### src/rtl/me_pkg.sv
`default_nettype none
// ============================================================================
// Module   : me_pkg
// Brief    : Shared constants, FSM state encoding and pixel helper for me_engine
// Revision : 1.0
// ============================================================================
package me_pkg;

    localparam int BLK   = 4;
    localparam int WIN   = 8;
    localparam int NCAND = 25;
    localparam int SAD_W = 12;
    localparam int SRCH  = WIN - BLK + 1;

    typedef enum logic [2:0] {
        LOAD_CUR = 3'd0,
        LOAD_REF = 3'd1,
        WAIT     = 3'd2,
        COMPUTE  = 3'd3,
        DONE     = 3'd4
    } state_t;

    function automatic logic [7:0] abs_diff(input logic [7:0] a, input logic [7:0] b);
        return (a > b) ? (a - b) : (b - a);
    endfunction

endpackage
`default_nettype wire

### src/rtl/me_sad4x4.sv
`default_nettype none
// ============================================================================
// Module   : me_sad4x4
// Brief    : Combinational sum of absolute differences over a 4x4 pixel block
// Revision : 1.0
// ============================================================================
module me_sad4x4
    import me_pkg::*;
(
    input  logic [BLK*BLK*8-1:0] cur_blk,
    input  logic [BLK*BLK*8-1:0] ref_blk,
    output logic [SAD_W-1:0]     sad
);

    logic [SAD_W-1:0] w_acc;

    // Pixel (r,c) of either block sits at byte index 4*r+c.
    always_comb begin
        w_acc = '0;
        for (int i = 0; i < BLK*BLK; i++) begin
            w_acc = w_acc + {4'b0000, abs_diff(cur_blk[i*8 +: 8], ref_blk[i*8 +: 8])};
        end
    end

    assign sad = w_acc;

endmodule
`default_nettype wire

### src/rtl/me_engine.sv
`default_nettype none
// ============================================================================
// Module   : me_engine
// Brief    : Full-search 4x4 block matcher over an 8x8 window, +/-2 motion range
// Revision : 1.0
// ============================================================================
module me_engine
    import me_pkg::*;
(
    input  logic             clk,
    input  logic             rst,
    input  logic [31:0]      cur_in,
    input  logic [63:0]      ref_in,
    output logic             need_cur,
    output logic             need_ref,
    output logic             done,
    output logic [2:0]       mv_x,
    output logic [2:0]       mv_y,
    output logic [SAD_W-1:0] min_sad
);

    localparam logic [4:0] c_cur_last  = 5'(BLK - 1);
    localparam logic [4:0] c_ref_last  = 5'(WIN - 1);
    localparam logic [4:0] c_cand_last = 5'(NCAND - 1);
    localparam logic [2:0] c_off_last  = 3'(SRCH - 1);
    localparam logic [2:0] c_center    = 3'd2;

    state_t           r_state;
    state_t           w_state_nxt;
    logic [4:0]       r_cnt;
    logic [4:0]       w_cnt_nxt;
    logic [2:0]       r_dx;
    logic [2:0]       r_dy;
    logic [2:0]       w_dx_nxt;
    logic [2:0]       w_dy_nxt;
    logic             r_run;

    logic             r_need_cur_d;
    logic             r_need_ref_d;
    logic [1:0]       r_cur_row;
    logic [2:0]       r_ref_row;
    logic [7:0]       r_cur [BLK][BLK];
    logic [7:0]       r_ref [WIN][WIN];

    logic [BLK*BLK*8-1:0] w_cur_blk;
    logic [BLK*BLK*8-1:0] w_ref_blk;
    logic [SAD_W-1:0]     w_sad;

    logic             r_best_valid;
    logic [SAD_W-1:0] r_best_sad;
    logic [2:0]       r_best_dx;
    logic [2:0]       r_best_dy;
    logic             w_better;
    logic [SAD_W-1:0] w_fin_sad;
    logic [2:0]       w_fin_dx;
    logic [2:0]       w_fin_dy;

    // ------------------------------------------------------------------
    // FSM state register
    // ------------------------------------------------------------------
    always_ff @(posedge clk) begin
        if (rst) begin
            r_state <= LOAD_CUR;
            r_cnt   <= '0;
            r_dx    <= '0;
            r_dy    <= '0;
            r_run   <= 1'b0;
        end else begin
            r_state <= w_state_nxt;
            r_cnt   <= w_cnt_nxt;
            r_dx    <= w_dx_nxt;
            r_dy    <= w_dy_nxt;
            r_run   <= 1'b1;
        end
    end

    // The first cycle out of reset only arms r_run, so row 0 is requested
    // with r_cnt still at 0 and each request cycle carries its own row index.
    always_comb begin
        w_state_nxt = r_state;
        w_cnt_nxt   = r_cnt;
        w_dx_nxt    = r_dx;
        w_dy_nxt    = r_dy;
        case (r_state)
            LOAD_CUR: begin
                if (r_run) begin
                    if (r_cnt == c_cur_last) begin
                        w_state_nxt = LOAD_REF;
                        w_cnt_nxt   = '0;
                    end else begin
                        w_cnt_nxt = r_cnt + 5'd1;
                    end
                end
            end
            LOAD_REF: begin
                if (r_cnt == c_ref_last) begin
                    w_state_nxt = WAIT;
                    w_cnt_nxt   = '0;
                end else begin
                    w_cnt_nxt = r_cnt + 5'd1;
                end
            end
            WAIT: begin
                w_state_nxt = COMPUTE;
                w_cnt_nxt   = '0;
                w_dx_nxt    = '0;
                w_dy_nxt    = '0;
            end
            COMPUTE: begin
                if (r_cnt == c_cand_last) begin
                    w_state_nxt = DONE;
                    w_cnt_nxt   = '0;
                end else begin
                    w_cnt_nxt = r_cnt + 5'd1;
                end
                if (r_dx == c_off_last) begin
                    w_dx_nxt = '0;
                    w_dy_nxt = r_dy + 3'd1;
                end else begin
                    w_dx_nxt = r_dx + 3'd1;
                end
            end
            DONE: begin
                w_state_nxt = LOAD_CUR;
                w_cnt_nxt   = '0;
            end
            default: begin
                w_state_nxt = LOAD_CUR;
                w_cnt_nxt   = '0;
            end
        endcase
    end

    // ------------------------------------------------------------------
    // Request bookkeeping: a word arrives one cycle after its request
    // ------------------------------------------------------------------
    always_ff @(posedge clk) begin
        if (rst) begin
            r_need_cur_d <= 1'b0;
            r_need_ref_d <= 1'b0;
            r_cur_row    <= '0;
            r_ref_row    <= '0;
        end else begin
            r_need_cur_d <= need_cur;
            r_need_ref_d <= need_ref;
            r_cur_row    <= r_cnt[1:0];
            r_ref_row    <= r_cnt[2:0];
        end
    end

    always_ff @(posedge clk) begin
        if (r_need_cur_d) begin
            for (int c = 0; c < BLK; c++) begin
                r_cur[r_cur_row][c] <= cur_in[c*8 +: 8];
            end
        end
        if (r_need_ref_d) begin
            for (int c = 0; c < WIN; c++) begin
                r_ref[r_ref_row][c] <= ref_in[c*8 +: 8];
            end
        end
    end

    // ------------------------------------------------------------------
    // Candidate window selection and SAD
    // ------------------------------------------------------------------
    always_comb begin
        w_cur_blk = '0;
        w_ref_blk = '0;
        for (int r = 0; r < BLK; r++) begin
            for (int c = 0; c < BLK; c++) begin
                w_cur_blk[(r*BLK + c)*8 +: 8] = r_cur[r][c];
                w_ref_blk[(r*BLK + c)*8 +: 8] = r_ref[3'(r) + r_dy][3'(c) + r_dx];
            end
        end
    end

    me_sad4x4 u_sad (
        .cur_blk (w_cur_blk),
        .ref_blk (w_ref_blk),
        .sad     (w_sad)
    );

    // Strict compare keeps the earliest raster candidate on ties.
    assign w_better  = !r_best_valid || (w_sad < r_best_sad);
    assign w_fin_sad = w_better ? w_sad : r_best_sad;
    assign w_fin_dx  = w_better ? r_dx  : r_best_dx;
    assign w_fin_dy  = w_better ? r_dy  : r_best_dy;

    always_ff @(posedge clk) begin
        if (rst) begin
            r_best_valid <= 1'b0;
            r_best_sad   <= '0;
            r_best_dx    <= '0;
            r_best_dy    <= '0;
        end else if (r_state == WAIT) begin
            r_best_valid <= 1'b0;
        end else if (r_state == COMPUTE && w_better) begin
            r_best_valid <= 1'b1;
            r_best_sad   <= w_sad;
            r_best_dx    <= r_dx;
            r_best_dy    <= r_dy;
        end
    end

    // ------------------------------------------------------------------
    // Registered outputs, loaded from the next state so they line up with it
    // ------------------------------------------------------------------
    always_ff @(posedge clk) begin
        if (rst) begin
            need_cur <= 1'b0;
            need_ref <= 1'b0;
            done     <= 1'b0;
            mv_x     <= '0;
            mv_y     <= '0;
            min_sad  <= '0;
        end else begin
            need_cur <= (w_state_nxt == LOAD_CUR);
            need_ref <= (w_state_nxt == LOAD_REF);
            done     <= (w_state_nxt == DONE);
            if (w_state_nxt == DONE) begin
                mv_x    <= w_fin_dx - c_center;
                mv_y    <= w_fin_dy - c_center;
                min_sad <= w_fin_sad;
            end
        end
    end

endmodule
`default_nettype wire

### config.mk
export PLATFORM = sky130hd
export DESIGN_NAME = me_engine
export DESIGN_NICKNAME = d
export VERILOG_FILES = /design/src/rtl/me_pkg.sv /design/src/rtl/me_sad4x4.sv /design/src/rtl/me_engine.sv
export SDC_FILE = /design/constraint.sdc
export NUM_CORES = 2
export LEC_CHECK = 0
export CAP_MARGIN = 20
export CELL_PAD_IN_SITES_DETAIL_PLACEMENT = 1
export CELL_PAD_IN_SITES_GLOBAL_PLACEMENT = 1
export CORE_MARGIN = 5
export CORE_UTILIZATION = 35
export CTS_CLUSTER_DIAMETER = 60
export DETAILED_ROUTE_END_ITERATION = 8
export PLACE_DENSITY_LB_ADDON = 0.15
export SLEW_MARGIN = 20
export SYNTH_ARGS = -nofsm -noshare
export SYNTH_HDL_FRONTEND = slang
export SYNTH_SLANG_ARGS = --single-unit
### constraint.sdc
create_clock -name clk -period 33.7 [get_ports clk]
set_input_delay 6.74 -clock clk [delete_from_list [all_inputs] [get_ports clk]]
set_output_delay 6.74 -clock clk [all_outputs]
set_load 0.005 [all_outputs]
==> flow_metrics.py <==
metrics = {
    "timing": {
        "fin_skew_ns": 0.0332,
        "setup_violations": 0,
        "rsz0062_at_grt": "no",
        "setup_tns_ns": 0,
        "hold_viol_final": 0,
        "final.period_utilization": 0.417,
        "slew_headroom": 0.271,
        "period_minus_slack_ns": 14.06,
        "fmax_mhz": 71.1,
        "max_slew.worst_pin.slew_ns": 1.09,
        "slew_violations": 0,
    },
    "placement": {
        "gp_congestion": 0.899,
        "io_buffers": 118,
        "dp.cells": 6939,
        "dp_hpwl_um": 163000,
        "placed_area_um2": 60600,
    },
    "power_and_ir_drop": {
        "p_leak_nw": 22.6,
        "cellPowerDensity_nw_per_um2": 56.4,
        "ir_worst_vdd_v": 0.000168,
    },
    "synthesis": {
        "synth_ff_type": "edfxtp_1",
        "synthCells": 4871,
        "synth_edf_count": 640,
        "synth_top_family_by_area": "multiplexers",
        "synth_compound_area_frac": 0.0900,
        "synthMuxAreaShare": 0.292,
        "synthTopCellsByCount": "640 x edfxtp_1, 521 x nand2_1, 442 x mux4_2",
        "ys_ff_latch": 703,
        "avgSynthCellArea_um2": 11.8,
        "ys_types": 73,
        "synth_xor_area_frac": 0.0166,
        "yosys-top-cells-area": "edfxtp_1 34%, mux4_2 17%, mux2i_1 7.0%, ha_1 6.2%, mux2_2 4.8%",
        "syn_area_um2": 57400,
        "synth-warning-count": 0,
        "async_reset_ff_frac": 0,
        "synth_top_area_cell": "edfxtp_1",
        "yosys.area_share.simple": 0.0814,
        "ys_seq_area_frac": 0.357,
        "synth_fa_ha_area_frac": 0.109,
        "synth_most_common_cell": "edfxtp_1",
        "netlist.area_leader.share": 0.335,
        "synth_nets": 5389,
    },
    "critical_path": {
        "startpoint": "r_dy[0]",
        "cpMaxStageDelayCell": "dfxtp_4",
        "end_kind": "register",
        "cp-endpoint": "mv_x[1]",
        "max_stage_delay_ns": 0.87,
        "start_kind": "register",
        "rrSetupSlack_ns": 19.64,
        "rr_worst_depth": 38,
        "critPathArrivalTime_ns": 14.69,
        "cpMostUsedCell": "fa_1",
        "crit_fanout": 62,
        "reg2reg_to": "mv_x[1]",
        "r2r-start": "r_dy[0]",
        "setup.worst_path.class": "register to register",
        "cp.required_ns": 34.33,
    },
    "cts": {
        "h-tree-depth": 3,
        "post_cts_buffers": 0,
        "cts_sinks": 703,
        "clk_pin_slew_ns": 0.06,
        "insertion_delay_ns": 0.74,
        "ctsHoldBuffers": 0,
        "post_cts_resized": 0,
        "cts_buffers": 104,
        "clk_root_buffer_cell": "clkbuf_16",
        "clockBufferDepth": 3,
        "cts_tree": "yes",
    },
    "finish": {
        "area_delta_synth_final_pct": 11.9,
        "fin_area_um2": 64200,
        "ff_latch_area_um2": 20500,
        "layout-drive-gt1-share": 0.219,
        "nNetsFinal": 5388,
        "stdcell_count": 7149,
        "fill_cells": 17210,
        "multi_input_area_um2": 34000,
    },
    "drt": {
        "finalWirelength_um": 222000,
        "post_drt_wl_per_cell_um": 31.0,
        "drtPass1Iterations": 5,
        "vias": 42046,
        "drc": 0,
        "vias_per_cell": 5.88,
        "antenna_left": 0,
        "drt_iter0_markers": 3535,
    },
    "grt": {
        "overflow": 0,
        "grt_pass1_wl_um": 315000,
        "grt_pass1_vias": 42666,
        "antenna_found_initial": 39,
        "grtUsageTotal": 0.250,
        "grt_start_max_net_pins": 137,
    },
    "run": {
        "drv_cap": 0,
    },
    "min_path": {
        "hold_class": "register to register",
        "hold_depth": 2,
    },
    "floorplan": {
        "core_um2": 163000,
        "start_util": 0.352,
        "fp.dieW_um": 415,
        "io_pins": 119,
        "die_y_um": 415,
        "row_count": 148,
        "die-area_um2": 172000,
    },
    "status": {
        "outcome": "complete, no violations",
    },
}
-- layer usage --
metal  track usage  vias to the layer above  wire length [um]
met1         0.342                    22172             97100
li1              -                    18317                 -
met2         0.414                     1271            106000
met4        0.0688                        6              6320
met5             0                        -                37
met3        0.0405                      280             12700
-- sequential cells by signal, indices dropped and copies added (netlist names), 2 cells and up, named ones only --
signal and flops:
r_dx 3, min_sad 12, r_best_dx 3, r_cur 128
r_cnt 5, r_dy 3, r_best_dy 3, r_ref 512
mv_y 3, r_best_sad 12, mv_x 3, r_state 3
r_ref_row 2
-- placed cells by master, fill, tap and decap left out, drive strengths merged, types with 117 or more instances in the layout --
master         synthesis  layout
nand2                521     521
clkbuf               151     118
ha                   286     286
fa                   134     134
clkdlybuf4s50          0     117
mux4                 442     442
mux2i                404     404
inv                  438     454
a21oi                193     193
edfxtp               640     640
mux2                 244     244
o21ai                295     295
-- per-stage QoR --
step                setup slack, ns  total power, mW  utilization  hold WS [ns]
floorplan                     22.21             2.08            -         0.447
global placement              20.00             2.54        0.372         0.466
detailed placement            19.84             2.55        0.372         0.472
CTS                           19.80             3.68        0.394         0.482
global route                  19.08             3.91        0.394         0.500
finish                        19.64             3.62        0.394         0.482
-- logic make-up after synthesis --
logic type	count (synthesis)
mux	1090
compound gates	820
fa+ha+maj	420
buf+inv	727
flops	703
xor+xnor	106
simple gates	1005
-- worst max-delay path: cells and delay by family (launching register included) --
family,cells,cell delay [ns]
fa+ha+maj,9,3.92
compound gates,9,2.93
mux,4,2.16
buf+inv,7,2.12
simple gates,7,0.97
flops,1,0.87
xor+xnor,2,0.77
-- power by group --
part | internal [mW] | switching (mW) | total [mW]
Sequential | 0.955 | 0.00317 | 0.958
Combinational | 0.610 | 0.941 | 1.55
Clock | 0.659 | 0.453 | 1.11
-- how the worst min path moves through the flow --
stage,start,endpoint,slack (ns)
6_report,r_best_dy[0],r_best_dy[0],0.48
4_1_cts,r_best_dy[0],r_best_dy[0],0.48
2_1_floorplan,r_best_dx[0],mv_x[0],0.45
5_1_grt,need_ref,r_need_ref_d,0.50
3_3_place_gp,r_best_dx[0],r_best_dx[0],0.47
3_5_place_dp,r_best_dx[0],r_best_dx[0],0.47
-- area by class of cell --
| cell class | instances | area share |
|---|---|---|
| diodes | 17 | 0.000663 |
| multi-input cells | 3441 | 0.530 |
| clock inverters | 75 | 0.0131 |
| repair buffers | 181 | 0.0269 |
| inverters | 439 | 0.0258 |
| well taps | 2175 | 0.0424 |
| flip-flops and latches | 703 | 0.320 |
| clock buffers | 118 | 0.0419 |
Note: power is estimated with default switching activity, not from simulation.
